**config.mk**
```make
export PLATFORM = sky130hd
export DESIGN_NAME = sfifo_flags
export DESIGN_NICKNAME = d
export VERILOG_FILES = /design/src/rtl/sfifo_pkg.sv /design/src/rtl/sfifo_mem.sv /design/src/rtl/sfifo_flags.sv
export SDC_FILE = /design/constraint.sdc
export NUM_CORES = 1
export LEC_CHECK = 0
export CAP_MARGIN = 20
export CELL_PAD_IN_SITES_DETAIL_PLACEMENT = 2
export CELL_PAD_IN_SITES_GLOBAL_PLACEMENT = 2
export CORE_MARGIN = 3
export CORE_UTILIZATION = 25
export DETAILED_ROUTE_END_ITERATION = 8
export MAX_ROUTING_LAYER = met4
export PLACE_DENSITY = 0.46
export REMOVE_ABC_BUFFERS = 1
export SLEW_MARGIN = 40
export SYNTH_ARGS = -nofsm -noshare
export SYNTH_HDL_FRONTEND = slang
export SYNTH_HIERARCHICAL = 1
export SYNTH_SLANG_ARGS = --single-unit
```
**constraint.sdc**
```tcl
create_clock -name i_clk -period 6.61 [get_ports i_clk]
set_input_delay 1.322 -clock i_clk [delete_from_list [all_inputs] [get_ports i_clk]]
set_output_delay 1.322 -clock i_clk [all_outputs]
set_load 0.1 [all_outputs]
```
**src/rtl/sfifo_pkg.sv**
```systemverilog
// Shared width helpers for the synchronous FIFO with occupancy flags.
package sfifo_pkg;

    localparam int unsigned DEFAULT_LGFLEN = 4;

    // Pointer and fill widths at the default depth.
    typedef logic [DEFAULT_LGFLEN:0] ptr_t;
    typedef logic [DEFAULT_LGFLEN:0] fill_t;

    // Number of entries for a given log2 depth.
    function automatic int unsigned fifo_depth(input int unsigned lgflen);
        return 32'(1) << lgflen;
    endfunction

    // Pointers carry one extra wrap bit above the address bits.
    function automatic int unsigned ptr_width(input int unsigned lgflen);
        return lgflen + 1;
    endfunction

    // Fill must represent 0..depth inclusive.
    function automatic int unsigned fill_width(input int unsigned lgflen);
        return lgflen + 1;
    endfunction

endpackage

```
**src/rtl/sfifo_mem.sv**
```systemverilog
// FIFO storage: one synchronous write port, one asynchronous read port, no reset.
module sfifo_mem #(
    parameter int unsigned BW     = 8,
    parameter int unsigned LGFLEN = 4
) (
    input  logic              i_clk,
    input  logic              i_we,
    input  logic [LGFLEN-1:0] i_waddr,
    input  logic [BW-1:0]     i_wdata,
    input  logic [LGFLEN-1:0] i_raddr,
    output logic [BW-1:0]     o_rdata
);

    localparam int unsigned DEPTH = 32'(1) << LGFLEN;

    logic [BW-1:0] mem_q [DEPTH];

    // Write port.
    always_ff @(posedge i_clk) begin
        if (i_we) begin
            mem_q[i_waddr] <= i_wdata;
        end
    end

    // Asynchronous read port.
    assign o_rdata = mem_q[i_raddr];

endmodule

```
**src/rtl/sfifo_flags.sv**
```systemverilog
// Synchronous FIFO with registered fill count, occupancy flags and sticky
// overflow/underflow errors. Define SFIFO_FWFT_EN for first-word-fall-through
// read data; otherwise o_data is registered and updates after each pop.
module sfifo_flags
    import sfifo_pkg::*;
#(
    parameter int unsigned BW     = 8,
    parameter int unsigned LGFLEN = 4,
    parameter int unsigned AF_LVL = 14,
    parameter int unsigned AE_LVL = 2
) (
    input  logic                i_clk,
    input  logic                i_reset,
    input  logic                i_wr,
    input  logic [BW-1:0]       i_data,
    input  logic                i_rd,
    input  logic                i_clr_err,
    output logic [BW-1:0]       o_data,
    output logic [LGFLEN:0]     o_fill,
    output logic                o_full,
    output logic                o_empty,
    output logic                o_afull,
    output logic                o_aempty,
    output logic                o_overflow,
    output logic                o_underflow
);

    localparam int unsigned DEPTH  = fifo_depth(LGFLEN);
    localparam int unsigned PTR_W  = ptr_width(LGFLEN);
    localparam int unsigned FILL_W = fill_width(LGFLEN);

    // Threshold sanity: AE_LVL < AF_LVL <= depth (AE_LVL >= 0 by type).
    if (!((AE_LVL < AF_LVL) && (AF_LVL <= DEPTH))) begin : g_bad_levels
        $error("sfifo_flags: require 0 <= AE_LVL < AF_LVL <= 2**LGFLEN");
    end

    logic [PTR_W-1:0]  wr_ptr_q, wr_ptr_d;
    logic [PTR_W-1:0]  rd_ptr_q, rd_ptr_d;
    logic [FILL_W-1:0] fill_q,   fill_d;
    logic              ovf_q,    ovf_d;
    logic              udf_q,    udf_d;
    logic              wr_acc,   rd_acc;
    logic              mem_we;
    logic [BW-1:0]     mem_rdata;

    sfifo_mem #(
        .BW     (BW),
        .LGFLEN (LGFLEN)
    ) u_mem (
        .i_clk   (i_clk),
        .i_we    (mem_we),
        .i_waddr (wr_ptr_q[LGFLEN-1:0]),
        .i_wdata (i_data),
        .i_raddr (rd_ptr_q[LGFLEN-1:0]),
        .o_rdata (mem_rdata)
    );

    // Flags decoded from the registered fill count only.
    assign o_fill   = fill_q;
    assign o_full   = (fill_q == FILL_W'(DEPTH));
    assign o_empty  = (fill_q == '0);
    assign o_afull  = (fill_q >= FILL_W'(AF_LVL));
    assign o_aempty = (fill_q <= FILL_W'(AE_LVL));
    assign o_overflow  = ovf_q;
    assign o_underflow = udf_q;

    // Accept decisions, pointer/fill next state and sticky error update.
    always_comb begin
        rd_acc   = i_rd && !o_empty;
        wr_acc   = i_wr && (!o_full || rd_acc);
        mem_we   = wr_acc && !i_reset;
        wr_ptr_d = wr_ptr_q;
        rd_ptr_d = rd_ptr_q;
        fill_d   = fill_q;
        ovf_d    = ovf_q;
        udf_d    = udf_q;

        if (wr_acc) wr_ptr_d = wr_ptr_q + PTR_W'(1);
        if (rd_acc) rd_ptr_d = rd_ptr_q + PTR_W'(1);

        case ({wr_acc, rd_acc})
            2'b10:   fill_d = fill_q + FILL_W'(1);
            2'b01:   fill_d = fill_q - FILL_W'(1);
            default: fill_d = fill_q;
        endcase

        // Set has priority over clear.
        if (i_clr_err) begin
            ovf_d = 1'b0;
            udf_d = 1'b0;
        end
        if (i_wr && !wr_acc) ovf_d = 1'b1;
        if (i_rd && o_empty) udf_d = 1'b1;
    end

    // Pointer, fill and error registers with synchronous reset.
    always_ff @(posedge i_clk) begin
        if (i_reset) begin
            wr_ptr_q <= '0;
            rd_ptr_q <= '0;
            fill_q   <= '0;
            ovf_q    <= 1'b0;
            udf_q    <= 1'b0;
        end else begin
            wr_ptr_q <= wr_ptr_d;
            rd_ptr_q <= rd_ptr_d;
            fill_q   <= fill_d;
            ovf_q    <= ovf_d;
            udf_q    <= udf_d;
        end
    end

`ifdef SFIFO_FWFT_EN
    // Head entry shown directly; meaningless while empty.
    assign o_data = mem_rdata;
`else
    logic [BW-1:0] data_q, data_d;

    // Capture the head entry on an accepted pop, hold otherwise.
    always_comb begin
        data_d = data_q;
        if (rd_acc) data_d = mem_rdata;
    end

    // Registered read data.
    always_ff @(posedge i_clk) begin
        if (i_reset) begin
            data_q <= '0;
        end else begin
            data_q <= data_d;
        end
    end

    assign o_data = data_q;
`endif

endmodule

```
# ---- Word-level counts from Yosys, hierarchy flattened
# Memories as Yosys holds them, arrays and structs flattened. A register that Yosys moved wholly into a read port is not among the register bits.
# Cells that the tools add are included.
dict set report word_totals {
  latch_bits 0
  ff_bits 17
  mem_count 1
  mem_bits_ro 0
  out_inout_bits 19
  word_cells 35
  ram_bits 128
  input_bits 13
}
dict set report classes {
  bitwise_logic 0
  shifts 0
  addsub 4
  div 0
  multipliers 0
  eq_ne 3
  magnitude_cmp 2
  reduce_logical 14
  mux 6
}
# memory depth word_bits read_ports rd_ports_with_merged_regs wr line
set memory_table {}
lappend memory_table {u_mem.mem_q 16 8 1 1 1 sfifo_mem.sv:16} ;# logic [BW-1:0] mem_q [DEPTH];
# op n
set op_table {}
lappend op_table {{5-bit by 1-bit adder with 5-bit output, second input constant} 3}
lappend op_table {{5-bit case mux with 2 select lines} 1}
lappend op_table {{2-bit nonzero test} 3}
lappend op_table {{5-bit == test, second input constant} 1}
lappend op_table {{5-bit by 4-bit >= comparator with 1-bit output, second input constant} 1}
lappend op_table {{5-bit by 2-bit <= comparator with 1-bit output, second input constant} 1}
lappend op_table {{1-bit logical AND} 5}
lappend op_table {{5-bit zero test} 1}
lappend op_table {{1-bit 2-to-1 mux} 5}
lappend op_table {{5-bit by 1-bit subtractor with 5-bit output, second input constant} 1}
lappend op_table {{1-bit zero test} 4}
lappend op_table {{2-bit by 1-bit == test with 1-bit output, second input constant} 1}
lappend op_table {{2-bit == test, second input constant} 1}
lappend op_table {{1-bit logical OR} 1}

# ---- Depth between registers and ports, before layout
# Gate-level depths: netlist of run 1.
dict set report depth {
  ltp_word 8
  mapped_depth 12
  depth_no_buf 10
}

# ---- Hierarchy
# The synthesis of run 1 kept the hierarchy.
# module instances area_each_um2 cells_each seq_area_each_um2
set modules_own_cells {}
lappend modules_own_cells {sfifo_mem 1 4987.3 221 3843.7}
lappend modules_own_cells {sfifo_flags 1 1099.8 119 460.4}

# ---- Worst setup path after synthesis of run 1
# No wires, ideal clock.
dict set report synth_timing {
  path_type {reg-to-output}
  start {register fill_q[1] (netlist: o_fill[1])}
  end {output port o_aempty}
  n_path_buf 0
  path_slack_ps -254
  stages_incl_launch_ff 2
  t_arrival_ps 5542
  cell_sequence {dfxtp_1 > a2111oi_0}
}
dict set report synth_via {
  elab_chain_cells 1
}
# element line
set synth_lines {}
lappend synth_lines {{start, declared} sfifo_flags.sv:39} ;# logic [FILL_W-1:0] fill_q, fill_d;
lappend synth_lines {{start signal, assigned} sfifo_flags.sv:107} ;# fill_q <= fill_d;
lappend synth_lines {{5-bit by 2-bit <= comparator with 1-bit output} sfifo_flags.sv:63} ;# assign o_aempty = (fill_q <= FILL_W'(AE_LVL));
lappend synth_lines {{end, declared} sfifo_flags.sv:23} ;# output logic o_aempty,
# No other way between the ends.

# ---- Worst setup path in the final report of run 1
dict set report layout_timing {
  start {input port i_rd}
  end {register fill_q[4] (netlist: o_fill[4])}
}
dict set report layout_via {
  elab_chain_cells 5
  word_cells_on_any_way 7
  cone_classes {eq/ne (2); mux (1); reduce/logical (4)}
}
# element line
set layout_lines {}
lappend layout_lines {{start, declared} sfifo_flags.sv:16} ;# input logic i_rd,
lappend layout_lines {{1-bit logical AND (*)} sfifo_flags.sv:69} ;# rd_acc = i_rd && !o_empty;
lappend layout_lines {{1-bit logical OR} sfifo_flags.sv:70} ;# wr_acc = i_wr && (!o_full || rd_acc);
lappend layout_lines {{1-bit logical AND} sfifo_flags.sv:70}
lappend layout_lines {{2-bit by 1-bit == test with 1-bit output / 2-bit == test (equally long branches)} sfifo_flags.sv:81} ;# case ({wr_acc, rd_acc})
lappend layout_lines {{5-bit case mux with 2 select lines / 2-bit nonzero test (equally long branches)} --}
# Every way passes the cells marked *; elsewhere a longest branch is shown, timed or not.
# A chain may end at the register's enable or synchronous reset.

==> impl_metrics.yaml, run 1 <==
cells_and_area:
  area_delta_synth_final_pct: 19.14
  final_nets: 398
  layout-drive-gt1-share_pct: 23.27
  num-fill-cells: 2450
  fin_util_pct: 30.62
  fin_cells: 711
worst_setup_path:
  crit_end: "o_fill[4]"
  crit_path_start: "i_rd"
  end_kind: "flop"
  r2r_cells: 9
  cp_max_fo: 7
  ff2ff_setup_slack_ns: 3.20
  cp_top_family: "adder cells"
  r2r_start: "o_fill[0]"
  slowest_stage: "clkdlybuf4s50_1"
  worst-path-stages: 9
  slowest_delay_ns: 0.59
  startpoint_type: "input port"
  r2r_end: "o_fill[4]"
  critPathRequiredTime_ns: 6.92
  critPathKind: "in2reg"
  cp.arrival_ns: 4.03
  crit_chain: "clkdlybuf4s50_1 > o31ai_4 > ha_1 > inv_1 > fa_1 > nor2b_1 > o22ai_1 > mux2i_1 > mux2_2"
  crit_buf_inv: 2
place:
  placedCellCount: 678
  gp_congestion: 0.7117
  dp_hpwl_um: 9543
  portBuffers: 31
  place_ws_ns: 2.440
timing:
  setup_slack_ns: 2.885
  hold-worst-slack_ns: 0.5009
  fmax_mhz: 268.4
  drv_slew: 0
  clock_skew_ns: 0.008744
  final_hold_viol_count: 0
  period_needed_ns: 3.725
  rsz0062_at_grt: "false"
  post-route-period-util_pct: 56.36
  slew_headroom_pct: 45.97
  setup_viol: 0
  worstMarginPinSlew_ns: 0.8074
clock_tree:
  cts.repair.resized: 0
  ctsHoldBuffers: 0
  cts_tree: "done"
  cts.sinks: 151
  post-cts-setup-buffers: 0
  clk_pin_slew_ns: 0.06
  root_buffer: "clkbuf_16"
  cts-htree-levels: 4
  cts_buffers: 17
  clk_latency_ns: 0.42
  cts_buffer_depth: 2
drt:
  vias: 3180
  drt_iter0_drc: 226
  ant_nets: 0
  drc_errors: 0
  wirelength_um: 15050
  firstDrtPassIters: 4
  vias_per_cell: 4.473
  drt-wirelength-per-cell_um: 21.17
yosys:
  syn-mean-instance-area_um2: 17.90
  synthTopCellsByArea: "edfxtp_1, dfxtp_1, mux4_2"
  yosys_register_bits: 151
  ys_warn_count: 6
  synth-edff-count: 128
  netlist_area_mm2: 0.006087
  postSynthCellCount: 340
  synth_flop_cell: "edfxtp_1"
  post-synth-top-count-cell: "edfxtp_1"
  netlist.area_leader.share_pct: 63.14
  async_flop_share_pct: 0
  synth_commonest_cells: "edfxtp_1, nor2_1, dfxtp_1"
  yosysTopAreaCell: "edfxtp_1"
  yosysSeqAreaShare_pct: 70.71
  ys_types: 41
pwr:
  internal_power_w: 0.001844
  p_switching_w: 0.001024
  p_total_w: 0.002869
  max-vdd-ir-drop_uv: 207.4
  power.density_mw_per_mm2: 395.6
  power_frac_clock_pct: 32.4
  p_leak_nw: 2.405
  power_frac_seq_pct: 39.1
  swShare_pct: 35.71
  combPwrFrac_pct: 28.4
flow_run:
  max_cap_violations: 0
worst_hold_path:
  hp-start: "o_data[6]"
  min-delay-path-class: "reg2reg"
die:
  rows: 56
  start_util_pct: 25.70
  pin_count: 32
  die_h_um: 162.0
  fp.dieArea_mm2: 0.02626
  core_region_area_mm2: 0.02368
  die_w_um: 162.0
global_route:
  first_global_vias: 3483
  grt_use_total_pct: 12.49
  grt_max_degree: 36
  grt_pass1_wl_um: 22850
  antenna_found_initial: 0
  globalRoute.totalOverflow: 0
run_status:
  status: "complete, no violations"
-- sequential cells by signal (all words and copies together), names as in the netlist --
signal       flops
wr_ptr_q         4
rd_ptr_q         4
o_underflow      1
o_fill           5
o_data           8
u_mem/mem_q    128
o_overflow       1
-- how the worst min path moves through the flow --
stage,depth (start not counted),slack [ns],to
after global routing,2,0.58,o_overflow
after detailed placement,2,0.50,o_data[6]
after floorplan,2,0.49,wr_ptr_q[3]
after CTS,2,0.51,o_data[6]
after global placement,2,0.51,o_data[6]
final,2,0.50,o_data[6]
-- worst register-to-register path: stages (launching register included) --
cell and delay (ns):
dfxtp_1 0.38, or4_1 0.75, o21ai_4 0.53, inv_1 0.10
ha_1 0.27, ha_1 0.23, or2_2 0.30, o22ai_1 0.15
mux2i_1 0.23, mux2_2 0.35
-- metal layers --
metal  wire length (µm)  global-route usage [%]  vias to the layer above
met3                304                   3.060                       17
met2               7622                   20.12                       26
met4                189                   3.722                        0
li1                   -                       -                     1430
met5                  0                       -                        -
met1               6936                   15.70                     1707
-- cells in the final DEF, fill, tap and decap left out, types with 3 or more instances in the layout --
cell,n
nor2_1,30
ha_1,6
nor2_2,12
mux2i_1,11
dfxtp_1,22
buf_2,19
clkdlybuf4s50_1,12
nand3_1,3
nor3_1,3
nand2_1,11
clkinv_2,3
mux4_1,14
a21oi_1,4
inv_1,6
clkinvlp_4,4
xor2_1,6
edfxtp_1,128
buf_4,4
clkbuf_16,17
mux4_2,18
a22oi_1,18
nor3_4,3
-- layout make-up --
cell class | count | area (µm²) | area share (%)
antenna | 1 | 2.502 | 0.03451
sequential | 151 | 4305 | 59.37
tap | 319 | 399.1 | 5.504
multi-input combinational | 167 | 1714 | 23.64
timing repair buffer | 35 | 245.2 | 3.382
clock inverter | 13 | 130.1 | 1.794
clock buffer | 19 | 432.9 | 5.970
inverter | 6 | 22.52 | 0.3106
-- per-stage QoR --
step / cell area (µm²) / TNS [ns]
detailed placement: 6679 / 0
global placement: 6723 / 0
floorplan: 5967 / -0.2537
CTS: 7242 / 0
global route: 7249 / 0
finish: 7252 / 0
-- cell families after synthesis --
logic type / count (synthesis) / share of synthesized area, %
muxes: 44 / 14.70
xor gates and xnor gates: 6 / 0.8633
AOI/OAI and AO/OA: 31 / 3.885
buffers and inverters: 22 / 2.343
adders and majority gates: 7 / 1.562
and+or+nand+nor: 79 / 5.941
DFF: 151 / 70.71
-- power by group through the flow --
stage	registers [W]	logic, W	clock network (W)
after floorplan	0.00138	0.000388	0
after global placement	0.00114	0.000860	0
after detailed placement	0.00115	0.000829	0
after CTS	0.00113	0.000830	0.000962
after global routing	0.00113	0.000869	0.000998
final	0.00112	0.000816	0.000930
No activity file was read; power rests on OpenSTA's default activity.
==> run 2, diff against run 1 <==
==> constraint.sdc (replaced) <==
create_clock -name i_clk -period 3.8 [get_ports i_clk]
set_input_delay 0.76 -clock i_clk [delete_from_list [all_inputs] [get_ports i_clk]]
set_output_delay 0.76 -clock i_clk [all_outputs]
set_load 0.1 [all_outputs]
==> impl_metrics.yaml, run 2 (synthesis gave the netlist of run 1 again) <==
worst_setup_path:
  r2r_cells: 9
  critPathRequiredTime_ns: 4.10
  cp_max_fo: 8
  cp.arrival_ns: 3.60
  r2r_start: "o_fill[1]"
  critPathKind: "reg2reg"
  startpoint_type: "flop"
  r2r_end: "o_fill[4]"
  ff2ff_setup_slack_ns: 0.50
  end_kind: "flop"
cells_and_area:
  final_common_cell: "edfxtp_1"
  area_delta_synth_final_pct: 20.58
  top_register: "u_mem/mem_q"
  final_cell_area_mm2: 0.007340
  final_cell_mix: "edfxtp_1, nor2_1, buf_4, dfxtp_1"
  layout-drive-gt1-share_pct: 23.90
  final-seq-area_mm2: 0.004305
  multiInputGateArea_mm2: 0.001645
  num-fill-cells: 2455
  final_nets: 417
  antenna_cells: 0
  largest_reg_flops: 128
worst_hold_path:
  whs_path_depth: 2
  min-delay-path-class: "reg2reg"
  hp-start: "o_data[6]"
  hold_path_end: "o_data[6]"
flow_run:
  max_cap_violations: 0
clock_tree:
  ctsHoldBuffers: 0
  cts_buffers: 17
  post-cts-setup-buffers: 0
  clk_latency_ns: 0.42
  cts_buffer_depth: 2
  cts.sinks: 151
  clk_pin_slew_ns: 0.07
  root_buffer: "clkbuf_16"
  cts.repair.resized: 0
  cts_tree: "done"
  cts-htree-levels: 4
global_route:
  first_global_vias: 3631
  globalRoute.totalOverflow: 0
  antenna_found_initial: 0
  grt_max_degree: 27
  grt_pass1_wl_um: 23190
  grt_use_total_pct: 12.49
pwr:
  combPwrFrac_pct: 28.5
  p_switching_w: 0.001832
  internal_power_w: 0.003194
  power_frac_clock_pct: 32.7
  power.density_mw_per_mm2: 684.8
  max-vdd-ir-drop_uv: 299.8
  p_leak_nw: 2.509
  power_frac_seq_pct: 38.8
  swShare_pct: 36.46
die:
  start_util_pct: 25.70
  rows: 56
  fp.dieArea_mm2: 0.02626
  die_w_um: 162.0
  pin_count: 32
  die_h_um: 162.0
  core_region_area_mm2: 0.02368
place:
  place_area_mm2: 0.006770
  gp_congestion: 0.6897
  portBuffers: 31
  dp_hpwl_um: 9801
timing:
  clock_skew_ns: 0.01114
  drv_slew: 0
  worstMarginPinSlew_ns: 0.6646
  slew_headroom_pct: 55.56
  rsz0062_at_grt: "false"
  period_needed_ns: 3.300
  final_hold_viol_count: 0
  finalSetupTns_ns: 0
  post-route-period-util_pct: 86.85
  setup_viol: 0
  fmax_mhz: 303.0
drt:
  firstDrtPassIters: 4
  vias_per_cell: 4.464
  ant_nets: 0
  drt-wirelength-per-cell_um: 21.02
  vias: 3254
  wirelength_um: 15330
  drt_iter0_drc: 161
  drc_errors: 0
run_status:
  status: "complete, no violations"
==> run 2: changes by cell type in the layout (fill, tap and decap cells not counted), moves of 2 or more <==
cell / change
buf_4: +23
nor2_1: +11
nor2_2: -11
buf_2: -4
clkinv_2: -3
inv_8: +3
nor3_1: +3
nor3_4: -3
clkinv_1: -2
==> run 2: worst max-delay path, cell delays in order (launching register included) <==
cell,delay (ns)
dfxtp_1,0.37
or4_1,0.72
o31ai_4,0.40
ha_1,0.34
inv_1,0.11
fa_1,0.39
nor2b_1,0.18
o22ai_1,0.14
mux2i_1,0.18
mux2_2,0.35
==> run 2: per-stage QoR <==
stage          hold slack (ns)  utilization [%]  worst slack [ns]  cells  power [W]
4_1_cts                 0.5086            30.99            0.4409    729   0.005115
5_1_grt                 0.5325            30.99            0.2810    729   0.005245
2_1_floorplan           0.4864                -            -2.502    324   0.003036
3_3_place_gp            0.4753            28.88            0.4871    697   0.003483
3_5_place_dp            0.4899            28.59            0.3312    697   0.003447
6_report                0.5001            30.99            0.4999    729   0.005026
==> run 2: layout make-up <==
class                   instances  share of cell area (%)
clock buffers                  19                   5.898
clock inverters                13                   1.858
inverters                       6                  0.3069
multi-input cells             167                   22.42
flip-flops and latches        151                   58.66
well taps                     319                   5.438
repair buffers                 54                   5.421
==> run 2: power by group through the flow <==
stage	registers, W	clock network [W]	logic (W)
floorplan	0.00240	0	0.000639
global route	0.00197	0.00176	0.00152
CTS	0.00196	0.00170	0.00146
finish	0.00195	0.00164	0.00143
global placement	0.00199	0	0.00149
detailed placement	0.00199	0	0.00145
==> run 2: worst max-delay path by stage <==
stage,from,to,slack [ns],cells past startpoint
2_1_floorplan,o_fill[1],o_aempty,-2.50,1
3_3_place_gp,i_rd,o_fill[4],0.49,9
3_5_place_dp,i_rd,o_fill[4],0.33,9
4_1_cts,o_fill[1],o_fill[4],0.44,9
5_1_grt,o_fill[1],o_fill[4],0.28,9
6_report,o_fill[1],o_fill[4],0.50,9
==> run 2: routing by layer <==
layer / vias to the layer above / part of all wire, % / GRT usage, %
met3: 8 / 1.7 / 2.168
li1: 1476 / - / -
met2: 23 / 50 / 20.37
met1: 1747 / 47 / 16.01
met4: 0 / 0.95 / 3.839
met5: - / 0 / -
==> run 3, diff against run 2 <==
--- a/config.mk
+++ b/config.mk
@@ -11,6 +11,7 @@
 export CORE_MARGIN = 3
 export CORE_UTILIZATION = 25
 export DETAILED_ROUTE_END_ITERATION = 8
+export HOLD_SLACK_MARGIN = 0.06
 export MAX_ROUTING_LAYER = met4
 export PLACE_DENSITY = 0.46
 export REMOVE_ABC_BUFFERS = 1
==> results of run 3 <==
The final DEF is identical to that of run 2; final timing and power are the same.
